===== src/rtl/sl_pkg.sv =====
// Shared SL serial-line definitions: arbiter states and legal word-length bounds.
package sl_pkg;

    typedef enum logic [1:0] {StIdle, StIssue, StWaitDone, StGap} sl_state_e;

    localparam int unsigned SL_LEN_MIN = 8;
    localparam int unsigned SL_LEN_MAX = 32;

    function automatic logic sl_len_ok(input int unsigned len);
        return (len >= SL_LEN_MIN) && (len <= SL_LEN_MAX);
    endfunction

endpackage


===== src/rtl/sl_rr_pick.sv =====
// Combinational winner select: rotating search from ptr_i in round-robin mode,
// lowest index first in fixed-priority mode.
module sl_rr_pick #(
    parameter int unsigned N_REQ = 4,
    parameter int unsigned PW    = 2
) (
    input  logic [N_REQ-1:0] elig_i,
    input  logic [PW-1:0]    ptr_i,
    input  logic             rr_en_i,
    output logic [N_REQ-1:0] gnt_o,
    output logic [PW-1:0]    idx_o,
    output logic             any_o
);

    always_comb begin : p_pick
        int unsigned c;
        logic        found;
        gnt_o = '0;
        idx_o = '0;
        found = 1'b0;
        c     = 0;
        for (int unsigned k = 0; k < N_REQ; k++) begin
            c = rr_en_i ? (32'(ptr_i) + k) % N_REQ : k;
            if (!found && elig_i[c[PW-1:0]]) begin
                found              = 1'b1;
                gnt_o[c[PW-1:0]]   = 1'b1;
                idx_o              = c[PW-1:0];
            end
        end
        any_o = found;
    end

endmodule


===== src/rtl/sl_tx_arbiter.sv =====
// Shares one SL transmit engine between N_REQ word sources; one word in flight,
// watchdog-supervised completion, programmable idle gap between words.
module sl_tx_arbiter
    import sl_pkg::*;
#(
    parameter int unsigned N_REQ  = 4,
    parameter int unsigned DW     = 32,
    parameter int unsigned LW     = 6,
    parameter int unsigned GAP_W  = 8,
    parameter int unsigned TO_CYC = 2048
) (
    input  logic                clk,
    input  logic                rst_n,
    input  logic                cfg_rr_en,
    input  logic [N_REQ-1:0]    cfg_req_mask,
    input  logic [GAP_W-1:0]    cfg_gap,
    input  logic [N_REQ-1:0]    req_valid,
    input  logic [N_REQ*DW-1:0] req_data,
    input  logic [N_REQ*LW-1:0] req_len,
    input  logic [N_REQ-1:0]    req_parity,
    output logic [N_REQ-1:0]    req_ready,
    output logic [N_REQ-1:0]    req_done,
    output logic [N_REQ-1:0]    req_err,
    output logic                tx_start,
    output logic [DW-1:0]       tx_data,
    output logic [LW-1:0]       tx_len,
    output logic                tx_parity_en,
    input  logic                tx_done,
    input  logic                tx_err,
    output logic                busy,
    output logic [N_REQ-1:0]    cur_grant,
    output logic [15:0]         word_cnt
);

    localparam int unsigned PW  = $clog2(N_REQ);
    localparam int unsigned WDW = $clog2(TO_CYC + 1);

    sl_state_e        state_q, state_d;
    logic [PW-1:0]    ptr_q, ptr_d;
    logic [N_REQ-1:0] grant_q, grant_d;
    logic [N_REQ-1:0] done_q, done_d;
    logic [N_REQ-1:0] err_q, err_d;
    logic [DW-1:0]    data_q, data_d;
    logic [LW-1:0]    len_q, len_d;
    logic             par_q, par_d;
    logic [WDW-1:0]   wdog_q, wdog_d;
    logic [GAP_W-1:0] gap_q, gap_d;
    logic [15:0]      cnt_q, cnt_d;

    logic [N_REQ-1:0] elig, pick_gnt;
    logic [PW-1:0]    pick_idx;
    logic             pick_any;
    logic [DW-1:0]    sel_data;
    logic [LW-1:0]    sel_len;
    logic             sel_par;

    assign elig = req_valid & cfg_req_mask;

    sl_rr_pick #(
        .N_REQ (N_REQ),
        .PW    (PW)
    ) u_pick (
        .elig_i  (elig),
        .ptr_i   (ptr_q),
        .rr_en_i (cfg_rr_en),
        .gnt_o   (pick_gnt),
        .idx_o   (pick_idx),
        .any_o   (pick_any)
    );

    always_comb begin
        sel_data = '0;
        sel_len  = '0;
        sel_par  = 1'b0;
        for (int unsigned i = 0; i < N_REQ; i++) begin
            if (pick_gnt[i]) begin
                sel_data = req_data[i*DW +: DW];
                sel_len  = req_len[i*LW +: LW];
                sel_par  = req_parity[i];
            end
        end
    end

    always_comb begin
        state_d   = state_q;
        ptr_d     = ptr_q;
        grant_d   = grant_q;
        done_d    = '0;
        err_d     = '0;
        data_d    = data_q;
        len_d     = len_q;
        par_d     = par_q;
        wdog_d    = wdog_q;
        gap_d     = gap_q;
        cnt_d     = cnt_q;
        req_ready = '0;
        tx_start  = 1'b0;
        unique case (state_q)
            StIdle: begin
                // Gate with rst_n so no accept is signalled while flops are held in reset.
                if (pick_any && rst_n) begin
                    req_ready = pick_gnt;
                    grant_d   = pick_gnt;
                    data_d    = sel_data;
                    len_d     = sel_len;
                    par_d     = sel_par;
                    ptr_d     = (32'(pick_idx) == N_REQ - 1) ? '0 : pick_idx + 1'b1;
                    if (sl_len_ok(32'(sel_len))) begin
                        state_d = StIssue;
                    end else begin
                        err_d   = pick_gnt;
                        gap_d   = cfg_gap;
                        state_d = StGap;
                    end
                end
            end
            StIssue: begin
                tx_start = 1'b1;
                wdog_d   = '0;
                state_d  = StWaitDone;
            end
            StWaitDone: begin
                wdog_d = wdog_q + 1'b1;
                if (tx_err || (!tx_done && wdog_q == WDW'(TO_CYC - 1))) begin
                    err_d   = grant_q;
                    gap_d   = cfg_gap;
                    state_d = StGap;
                end else if (tx_done) begin
                    done_d  = grant_q;
                    cnt_d   = cnt_q + 16'd1;
                    gap_d   = cfg_gap;
                    state_d = StGap;
                end
            end
            StGap: begin
                if (gap_q == '0) begin
                    state_d = StIdle;
                end else begin
                    gap_d = gap_q - 1'b1;
                end
            end
            default: state_d = StIdle;
        endcase
    end

    always_ff @(posedge clk or negedge rst_n) begin
        if (!rst_n) begin
            state_q <= StIdle;
            ptr_q   <= '0;
            grant_q <= '0;
            done_q  <= '0;
            err_q   <= '0;
            data_q  <= '0;
            len_q   <= '0;
            par_q   <= 1'b0;
            wdog_q  <= '0;
            gap_q   <= '0;
            cnt_q   <= '0;
        end else begin
            state_q <= state_d;
            ptr_q   <= ptr_d;
            grant_q <= grant_d;
            done_q  <= done_d;
            err_q   <= err_d;
            data_q  <= data_d;
            len_q   <= len_d;
            par_q   <= par_d;
            wdog_q  <= wdog_d;
            gap_q   <= gap_d;
            cnt_q   <= cnt_d;
        end
    end

    assign req_done     = done_q;
    assign req_err      = err_q;
    assign tx_data      = data_q;
    assign tx_len       = len_q;
    assign tx_parity_en = par_q;
    assign busy         = (state_q != StIdle);
    assign cur_grant    = grant_q;
    assign word_cnt     = cnt_q;

endmodule


===== config.mk =====
export PLATFORM = sky130hd
export DESIGN_NAME = sl_tx_arbiter
export DESIGN_NICKNAME = d
export VERILOG_FILES = /design/src/rtl/sl_pkg.sv /design/src/rtl/sl_rr_pick.sv /design/src/rtl/sl_tx_arbiter.sv
export SDC_FILE = /design/constraint.sdc
export NUM_CORES = 1
export LEC_CHECK = 0
export ABC_AREA = 1
export CAP_MARGIN = 10
export CORE_MARGIN = 3
export CORE_UTILIZATION = 42
export CTS_CLUSTER_DIAMETER = 50
export CTS_CLUSTER_SIZE = 14
export DETAILED_ROUTE_END_ITERATION = 8
export PLACE_DENSITY = 0.84
export SYNTH_ARGS = -nofsm -noshare
export SYNTH_HDL_FRONTEND = slang
export SYNTH_SLANG_ARGS = --single-unit

===== constraint.sdc =====
create_clock -name clk -period 3.3 [get_ports clk]
set_clock_uncertainty 0.2 [all_clocks]
set_input_delay 0.33 -clock clk [delete_from_list [all_inputs] [get_ports clk]]
set_output_delay 0.33 -clock clk [all_outputs]
set_load 0.02 [all_outputs]

==> key figures <==
Run status
  – Status: complete, no violations

Synth
  – Asr flop ratio synth: 100%
  – Number of synthesized flops with an enable pin: 0
  – Seq/Total Area, Yosys: 42.3%
  – Primary FF master, synth: dfrtp_1
  – Average cell area after synthesis: a little over 7 um2
  – Post-Syn Nets: just over 900
  – Area leader, netlist: dfrtp_1
  – Post-synthesis cell count: around 740
  – Post-Synth XOR/XNOR Area: under 10%
  – Largest family of logic cells by synthesized area: simple AND/OR/NAND/NOR gates
  – Post-synth top area share: between 40 and 50%
  – Mux share of post-synthesis cell area: less than 1%
  – Simple-gate share of the synthesized area: between 30% and 40%
  – Mapped Area: roughly 5400 um2
  – Synth Area in Adders: roughly 1.9%
  – Unique masters post-synth: 42
  – Compound-gate portion of the synthesized area: approximately an eighth
  – Ys Warns: 0
  – Flops & latches, synth: between 90 and 100
  – Top cells by area, synth: dfrtp_1 42%, nand2_1 21%, o211ai_1 4.7%, inv_1 3.8%, nor2_1 3.8%

Setup path
  – FF-to-FF path depth: 21
  – Critical path capture point type: output pin
  – Req. time, crit path: ~2.8 ns
  – CP peak stage delay: around 0.54 ns
  – Crit path cell chain: clkdlybuf4s50_1 > nand2_4 > clkinv_2 > nand2_1 > nand2_1 > nand2_1 > nand2_2 > nand2_2 > o31ai_2 > nor2_1 > buf_4 > buf_12 > nand2_1 > inv_1 > dlygate4sd2_1
  – Critical-path top delay cell: clkdlybuf4s50_1
  – Crit-path most repeated cell: nand2_1
  – Critical path type: input port to output pin
  – Setup crit start kind: input port
  – Data arrival, critical path: 2.57 ns
  – CP Max Fanout: 7

Clock network
  – CTS max path bufs: 2
  – Root Driver: clkbuf_16
  – Total CTS buffers: 9
  – CTS tree: done
  – # clock sinks: 91
  – H-tree depth: 3
  – Clock latency on the worst-skew pair: 0.34 ns
  – Clock slew at reported path FFs: around 0.07 ns

GRT
  – Tot GR Track Use: 24.4%
  – GR Util met1: 26.8%
  – Met3 usage: a little over 6%
  – GR Util met2: 45.4%
  – Largest net degree at the start of global routing: 67
  – GRT busiest layer: met2
  – First-pass GRT wire length: roughly 28000 um
  – Initial antenna violation count: 1
  – Vias in the first global route: between 5k and 6k
  – GRT overflow: 0

Route
  – Detailed Routing Iterations Pass 1: 6
  – Drt wl/cell: 14.8 um
  – DRC: 0
  – Final WL: roughly 17000 um
  – Final antenna-violating net count: 0
  – DR vias: a little under 6k
  – Initial DRC Count: 325
  – Via/cell ratio: approximately 4.9

Floorplan
  – Starting density of the core: 43.9%
  – Die Height: around 120 um
  – Core Area: approximately 12000 um2
  – Die width: around 120 um
  – FP Rows: 40
  – Boundary Pins: 250
  – Die ar.: about 14000 um2

Finish
  – Syn-to-layout area delta: 59.2%
  – Most frequent cells in the layout: 300 x nand2_1, 244 x clkdlybuf4s50_1, 91 x dfrtp_1
  – Final instance area: about 8600 um2
  – Nets: around 1.2k
  – Layout cells sized above 1: 7.52%
  – Commonest non-fill, non-tap cell in the layout: nand2_1
  – Fill cell count: around 1.0k

Run
  – Max Cap Viol: 0

STA
  – Setup TNS: 0 ns
  – # setup viols final: 0
  – Worst hold slack: approximately 0.24 ns
  – Fmax: approximately 320 MHz
  – Tcrit/Tclk final: 94.0%
  – Slew Limit Fails: 0
  – Fin. Hold Viols: 0
  – Worst slew margin: between 40% and 50%
  – Minimum clock period: between 3 and 4 ns
  – Worst-margin pin slew: 0.871 ns

Min path
  – Min-delay worst type: input port to asynchronous set/reset pin

Placed design
  – Detailed placer's ending HPWL: 13800 um
  – IO buf count: around 250
  – Placed cell area: roughly 8000 um2
  – GP Congestion: around 0.91

Pwr
  – Peak supply drop: 0.362 mV
  – Leak: about 4 nW
  – PD cells: between 700 and 800 nW/um2
==> worst paths after layout <==
check | endpoint | from | slack [ns]
worst max-delay path | req_ready[0] | cfg_rr_en | 0.20
worst min-delay path | gap_q[2]$_DFFE_PN0P_ | rst_n | 0.24
worst max register to register | req_err[2]$_DFF_PN0_ | ptr_q[0]$_DFFE_PN0P_ | 0.32
worst min register to register | word_cnt[15]$_DFFE_PN0P_ | word_cnt[15]$_DFFE_PN0P_ | 0.27
max in group asynchronous | tx_data[7]$_DFFE_PN0P_ | rst_n | 1.50
min in group clk | word_cnt[15]$_DFFE_PN0P_ | word_cnt[15]$_DFFE_PN0P_ | 0.27
==> report_power, final <==
part	total (mW)	switching, mW	internal [mW]
clock	1.03	0.494	0.540
sequential	1.69	0.246	1.45
combinational	3.53	2.03	1.50
total	6.26	2.77	3.49
==> synth_stat cells (2+ instances only) <==
cell type,n
nand2_1,300
dfrtp_1,91
inv_1,54
nor2_1,54
a21oi_1,39
o211ai_1,34
nand3_1,32
o21ai_0,26
clkbuf_1,19
xor2_1,11
nand4_1,10
xnor2_1,9
ha_1,8
nand2_2,6
nor3_1,6
buf_2,4
nand2_4,4
o22ai_1,4
buf_6,2
clkinv_2,2
nand2_8,2
o21a_1,2
==> cells by family after synthesis <==
kind of cell / count (synthesis)
AND/OR/NAND/NOR: 423
adder cells (fa/ha/maj): 8
flip-flops: 91
buffers and inverters: 85
multiplexers: 1
AO/OA/AOI/OAI: 111
XOR/XNOR: 20
==> layout make-up <==
type	count	area [um2]	share of cell area, %
multi-input cells	563	2780	32.5
flip-flops and latches	91	2280	26.6
diodes	1	2.50	0.0292
clock inverters	7	81.3	0.950
inverters	59	226	2.65
repair buffers	281	2760	32.2
well taps	168	210	2.46
clock buffers	9	225	2.63
==> metal layers <==
metal | share of wire, % | vias to the layer above
met5 | 0 | -
met4 | 2.6 | 0
met3 | 6.9 | 30
met2 | 53 | 216
met1 | 38 | 2611
li1 | - | 2914
==> timing repair <==
| item | in CTS | in global routing |
|---|---|---|
| resized for setup | 3 | 6 |
| pin swaps | 0 | 1 |
| endpoints found under the setup margin | 3 | 3 |
| endpoints found under the hold margin | 25 | 0 |
| gates cloned | 0 | 0 |
| buffers inserted | 0 | 1 |
| hold buffers | 1 | 0 |
==> metrics by stage <==
stage | setup WS (ns) | std cells | util, % | total power, mW
after detailed placement | -0.0479 | 1160 | 66.9 | 5.21
final | 0.199 | 1179 | 69.8 | 6.26
after CTS | 0.0512 | 1177 | 69.5 | 6.27
after floorplan | 0.764 | 739 | - | 3.78
after global routing | -0.0183 | 1179 | 69.8 | 6.73
after global placement | -0.0246 | 1160 | 66.9 | 5.12
==> critical path, delay by kind of cell <==
kind	cells	cell delay, ns
simple gates	8	0.72
compound gates	1	0.22
buf+inv	6	1.30
==> flip-flops by register name (all words and copies together), names as in the netlist <==
signal and cells:
req_done 4, tx_data 32, word_cnt 16, req_err 4, wdog_q 12, ptr_q 2
cur_grant 4, tx_parity_en 1, gap_q 8, state_q 2, tx_len 6
(Power assumes the default switching activity.)
==> patch 1: new RTL, same flow settings <==
Add an input register stage for `cfg_req_mask`, without a reset; this delays it by one clock. The other inputs are not delayed to match.
--- a/src/rtl/sl_tx_arbiter.sv
+++ b/src/rtl/sl_tx_arbiter.sv
@@ -35,6 +35,12 @@
     localparam int unsigned PW  = $clog2(N_REQ);
     localparam int unsigned WDW = $clog2(TO_CYC + 1);
 
+    logic [N_REQ-1:0] cfg_req_mask_q;
+
+    always_ff @(posedge clk) begin
+        cfg_req_mask_q <= cfg_req_mask;
+    end
+
     sl_state_e        state_q, state_d;
     logic [PW-1:0]    ptr_q, ptr_d;
     logic [N_REQ-1:0] grant_q, grant_d;
@@ -54,7 +60,7 @@
     logic [LW-1:0]    sel_len;
     logic             sel_par;
 
-    assign elig = req_valid & cfg_req_mask;
+    assign elig = req_valid & cfg_req_mask_q;
 
     sl_rr_pick #(
         .N_REQ (N_REQ),
Function: changed (a bounded check fails within 4 cycles, from zero or initial values and one cycle with rst_n low).
==> patch 1 against the original RTL <==
Worst hold slack got worse by 0.019 ns; routed wire length decreased by 1.0%; first-iteration DRC count increased by 0.31%; setup slack improved by 0.057 ns; cell area increased by 1.2%; clock power increased by 4%; synthesized cell count unchanged; power increased by 1.8%; sequential cell count increased by 4; critical endpoint is now req_ready[2]; area after synthesis increased by 3.5%; non-clock buffer count decreased by 4; highest routed layer unchanged; die area increased by 3.3%.
==> patch 1: results (changes against the original RTL) <==
| Metric | Value |
|---|---|
| Total Routed Length | `17300 um (-1.0%)` |
| Top Family by Delay on Critical Path | `simple AND/OR/NAND/NOR gates` |
| Pin count of the biggest net entering global routing | `59 (-12%)` |
| GPL Wtd Cong | `0.965 (+5.8%)` |
| Leak | `4.02 nW (+0.18%)` |
| Slew HR | `0.517 (+0.0988)` |
| Layout cell share with drive strength beyond 1 | `0.0954 (+0.0202)` |
| WL/cell | `14.7 um (-0.93%)` |
| Crit-path max FO | `9 (+2)` |
| Sw Ratio | `0.436 (-0.00630)` |
| Final HPWL DP | `13900 um (+0.69%)` |
| Initial antenna violation count | `0 (-1)` |
| Hold WS | `0.216 ns (-0.0194 ns)` |
| Top post-synthesis cells by count | `282 x nand2_1, 91 x dfrtp_1, 50 x nor2_1, 48 x inv_1, 38 x a21oi_1` |
| Worst R2R Setup Slack | `0.36 ns (+0.04 ns)` |
| Slowest CP cell | `dfrtp_1` |
| Post-synth ARST share | `0.958 (-0.0421)` |
| Met2 WL | `8910 um (-3.6%)` |
| M1 GR Usage | `0.266 (-0.00187)` |
| Post-DR vias/cell | `4.84 (-1.1%)` |
| Comb power | `3.59 mW (+2%)` |
| Worst path max stage delay | `0.47 ns (-0.07 ns)` |
| Met3 global-route usage | `0.0485 (-0.0132)` |
| CP arrival | `2.51 ns (-0.06 ns)` |
| Antenna cell count | `0 (-1)` |
| TritonRoute pass-1 iters | `4 (-2)` |
| Hold Path Class | `in2reg` |
| Area of placed instances | `0.00835 sq mm (+1.7%)` |
| DRT iter0 DRCs | `326 (+0.31%)` |
| Outcome | `finished, final reports clean` |
| Clk power | `1.07 mW (+4%)` |
| Slew at the pin closest to its max-slew limit | `0.724 ns (-0.147 ns)` |
| Number of global-route vias before repair | `5498 (-4.7%)` |
| Peak VDD IR | `367 uV (+1.2%)` |
-- patch 1: cell types whose count changed after synthesis, sizes merged, moves of 2 or more --
cell,change
inv,-3
clkinv,-2
buf,+4
xor2,-2
dfxtp,+4
nand3,+5
nor3,-3
clkbuf,-4
nand4,-2
xnor2,+2
o21ai,+6
-- patch 1: timing repair --
action                                  CTS  global route
gates resized for setup                   2             2
buffers inserted                          0             1
endpoints found under the hold margin    33             0
hold buffers                              1             0
pin swaps                                 0             1
endpoints found under the setup margin    2             2
-- patch 1: cells by family (layout without fill, tap and decap cells) --
logic type / count (synthesis) / count (layout) / share of synthesized area
and+or+nand+nor: 423 / 423 / 0.343
AOI/OAI and AO/OA: 113 / 113 / 0.123
DFF: 95 / 95 / 0.424
buffers and inverters: 80 / 347 / 0.0611
xor gates and xnor gates: 20 / 20 / 0.0315
adders and majority gates: 8 / 8 / 0.0180
-- patch 1: how the worst max path moves through the flow --
stage                          from                   end  slack [ns]  depth (start not counted)
2_1_floorplan  ptr_q[0]$_DFFE_PN0P_  gap_q[7]$_DFFE_PN0P_        0.75                         18
3_3_place_gp              cfg_rr_en          req_ready[2]        0.05                         13
3_5_place_dp              cfg_rr_en          req_ready[2]       0.002                         13
4_1_cts                   cfg_rr_en          req_ready[1]       0.007                         15
5_1_grt        ptr_q[0]$_DFFE_PN0P_  gap_q[2]$_DFFE_PN0P_        0.05                         22
6_report       ptr_q[0]$_DFFE_PN0P_          req_ready[2]        0.26                         13
-- patch 1: area by class of cell --
class                           count  area [sq um]
Sequential cell                    95          2360
Clock inverter                      7          72.6
Timing Repair Buffer              277          2720
Inverter                           54           210
Fill cell                        1029          4110
Clock buffer                        9           225
Multi-Input combinational cell    564          2870
Tap cell                          172           215
==> patch 2: new RTL, same flow settings <==
Made on the original files. The package constant `SL_LEN_MIN` goes from 8 to 7.
--- a/src/rtl/sl_pkg.sv
+++ b/src/rtl/sl_pkg.sv
@@ -3,7 +3,7 @@
 
     typedef enum logic [1:0] {StIdle, StIssue, StWaitDone, StGap} sl_state_e;
 
-    localparam int unsigned SL_LEN_MIN = 8;
+    localparam int unsigned SL_LEN_MIN = 7;
     localparam int unsigned SL_LEN_MAX = 32;
 
     function automatic logic sl_len_ok(input int unsigned len);
Behaviour: not the same (a bounded check fails within 4 cycles, from zero or initial values and one cycle with rst_n low).
==> patch 2 against the original RTL <==
Cell area shrank 0.35%; area after synthesis grew 2.0%; setup slack gained 0.13 ns; synthesized cell count grew 3.1%; fmax grew 4.4%; sequential cell count is the same; routed wire length grew 0.78%; power shrank 0.42%; critical path type unchanged; largest power group unchanged.
==> patch 2: results (changes against the original RTL) <==
| Metric | Value |
|---|---|
| Htree depth | `3 (unchanged)` |
| Layout cell share with drive strength beyond 1 | `0.0778 (+0.00258)` |
| M1 GR Usage | `0.293 (+0.0252)` |
| Outcome | `finished, final reports clean` |
| Distinct cells, synth | `36 (-14%)` |
| Worst R2R Setup Slack | `0.50 ns (+0.18 ns)` |
| Post-synth ARST share | `1.00 (unchanged)` |
| Clk_lat worst skew | `~0.35 ns` |
| Top post-synthesis cells by count | `283 x nand2_1, 93 x nand3_1, 91 x dfrtp_1, 56 x o21ai_0, 47 x inv_1` |
| Antenna cell count | `0 (-1)` |
| Fill count | `1063 (+3.9%)` |
| Total GRT Usage | `0.245 (+0.00119)` |
| Worst R2R End | `gap_q[2]$_DFFE_PN0P_` |
| Slew at the pin closest to its max-slew limit | `0.791 ns (-0.0802 ns)` |
| Ys Warns | `0 (unchanged)` |
| Post-Synthesis Net Count | `947 (+2.5%)` |
| Max reg flops | `32 (unchanged)` |
| Place WS | `0.0510 ns (+0.0988 ns)` |
| Port Buffers | `249 (unchanged)` |
| Post-Syn Instances | `762 (+3.1%)` |
| Met2 usage | `0.436 (-0.0180)` |
| Pin count of the biggest net entering global routing | `64 (-4.5%)` |
| TritonRoute pass-1 iters | `5 (-1)` |
| First-pass GRT wire length | `28300 um (+0.79%)` |
| Worst r2r src | `ptr_q[0]$_DFFE_PN0P_` |
| Total CTS buffers | `9 (unchanged)` |
| Crit-path max FO | `11 (+4)` |
| Non-filler cells, final | `1187 (+0.68%)` |
| Top Family by Delay on Critical Path | `buffers and inverters` |
| Clk root buf | `clkbuf_16` |
| Leak | `3.98 nW (-0.93%)` |
| Met3 global-route usage | `0.0594 (-0.00233)` |
| Total Routed Length | `17600 um (+0.78%)` |
| Hold EP | `word_cnt[15]$_DFFE_PN0P_` |
| Worst path max stage delay | `0.54 ns (about the same)` |
| Fmax | `337 MHz (+4.4%)` |
| Final HPWL DP | `13500 um (-2.5%)` |
| Initial antenna violation count | `1 (unchanged)` |
| Hold Path Class | `reg2reg` |
| Number of global-route vias before repair | `5768 (-0.069%)` |
| Peak VDD IR | `379 uV (+4.6%)` |
| Register area share after synthesis | `0.415 (-0.00812)` |
| Post-CTS Setup Repair Bufs | `0 (unchanged)` |
| Post-DR vias/cell | `5.01 (+2.3%)` |
| WHS Path Cells | `1` |
| Largest cells by area after synthesis | `dfrtp_1 42%, nand2_1 19%, nand3_1 8.5%, o21ai_0 5.1%, inv_1 3.2%` |
| CP Launch Point | `cfg_rr_en` |
| DRT iter0 DRCs | `418 (+29%)` |
| Hold path startpoint | `word_cnt[15]$_DFFE_PN0P_` |
| CP arrival | `2.44 ns (-0.13 ns)` |
| GPL Wtd Cong | `0.932 (+2.1%)` |
| Switching pwr | `2.75 mW (-0.62%)` |
[patch 2: changes by cell type after synthesis, sizes merged, moves of 4 or more]
cell / delta
o211ai: -34
nor2: -6
o21ai: +32
inv: -7
a21oi: -31
nor3: +6
nand2: -4
mux2: +4
nand3: +61
[patch 2: layout make-up]
cell class / instances / share of cell area
clock inverter: 7 / 0.0119
sequential: 91 / 0.267
clock buffer: 9 / 0.0264
tap: 172 / 0.0252
multi-input combinational: 590 / 0.338
timing repair buffer: 267 / 0.309
inverter: 51 / 0.0224
[patch 2: what timing repair did]
action | 4_1_cts | 5_1_grt
hold buffers | 1 | 0
resized for setup | 0 | 6
hold endpoints to repair | 28 | 0
endpoints found under the setup margin | 0 | 4
[patch 2: worst max-delay path by stage]
stage | cells after the start | end
after detailed placement | 14 | req_ready[1]
after floorplan | 22 | gap_q[5]$_DFFE_PN0P_
final | 13 | req_ready[3]
after global placement | 13 | req_ready[3]
after global routing | 13 | req_ready[3]
after CTS | 13 | req_ready[3]
[patch 2: per-layer routing]
metal,part of all wire,vias up,wire [um]
li1,-,2956,-
met1,0.39,2691,6820
met2,0.51,262,8960
met3,0.083,34,1460
met4,0.020,2,357
met5,0.00074,-,13
[patch 2: cells by family (layout without fill, tap and decap cells)]
group | Yosys count | count (layout) | share of synthesized area
mux | 5 | 5 | 0.0103
flops | 91 | 91 | 0.415
xor+xnor | 19 | 19 | 0.0304
buf+inv | 81 | 334 | 0.0618
simple gates | 481 | 481 | 0.386
compound gates | 77 | 77 | 0.0776
fa+ha+maj | 8 | 8 | 0.0183
[patch 2: through the flow]
step	instance area (sq um)	hold slack (ns)	util
3_5_place_dp	8180	0.197	0.645
2_1_floorplan	5480	-0.166	-
5_1_grt	8530	0.306	0.673
4_1_cts	8510	0.277	0.672
6_report	8530	0.273	0.673
3_3_place_gp	8180	0.198	0.645
[patch 2: power groups by stage]
stage	combinational, mW	clock, mW	sequential [mW]
2_1_floorplan	1.88	0	1.92
5_1_grt	3.79	1.20	1.72
3_5_place_dp	3.43	0	1.68
4_1_cts	3.45	1.15	1.66
3_3_place_gp	3.37	0	1.67
6_report	3.44	1.13	1.67
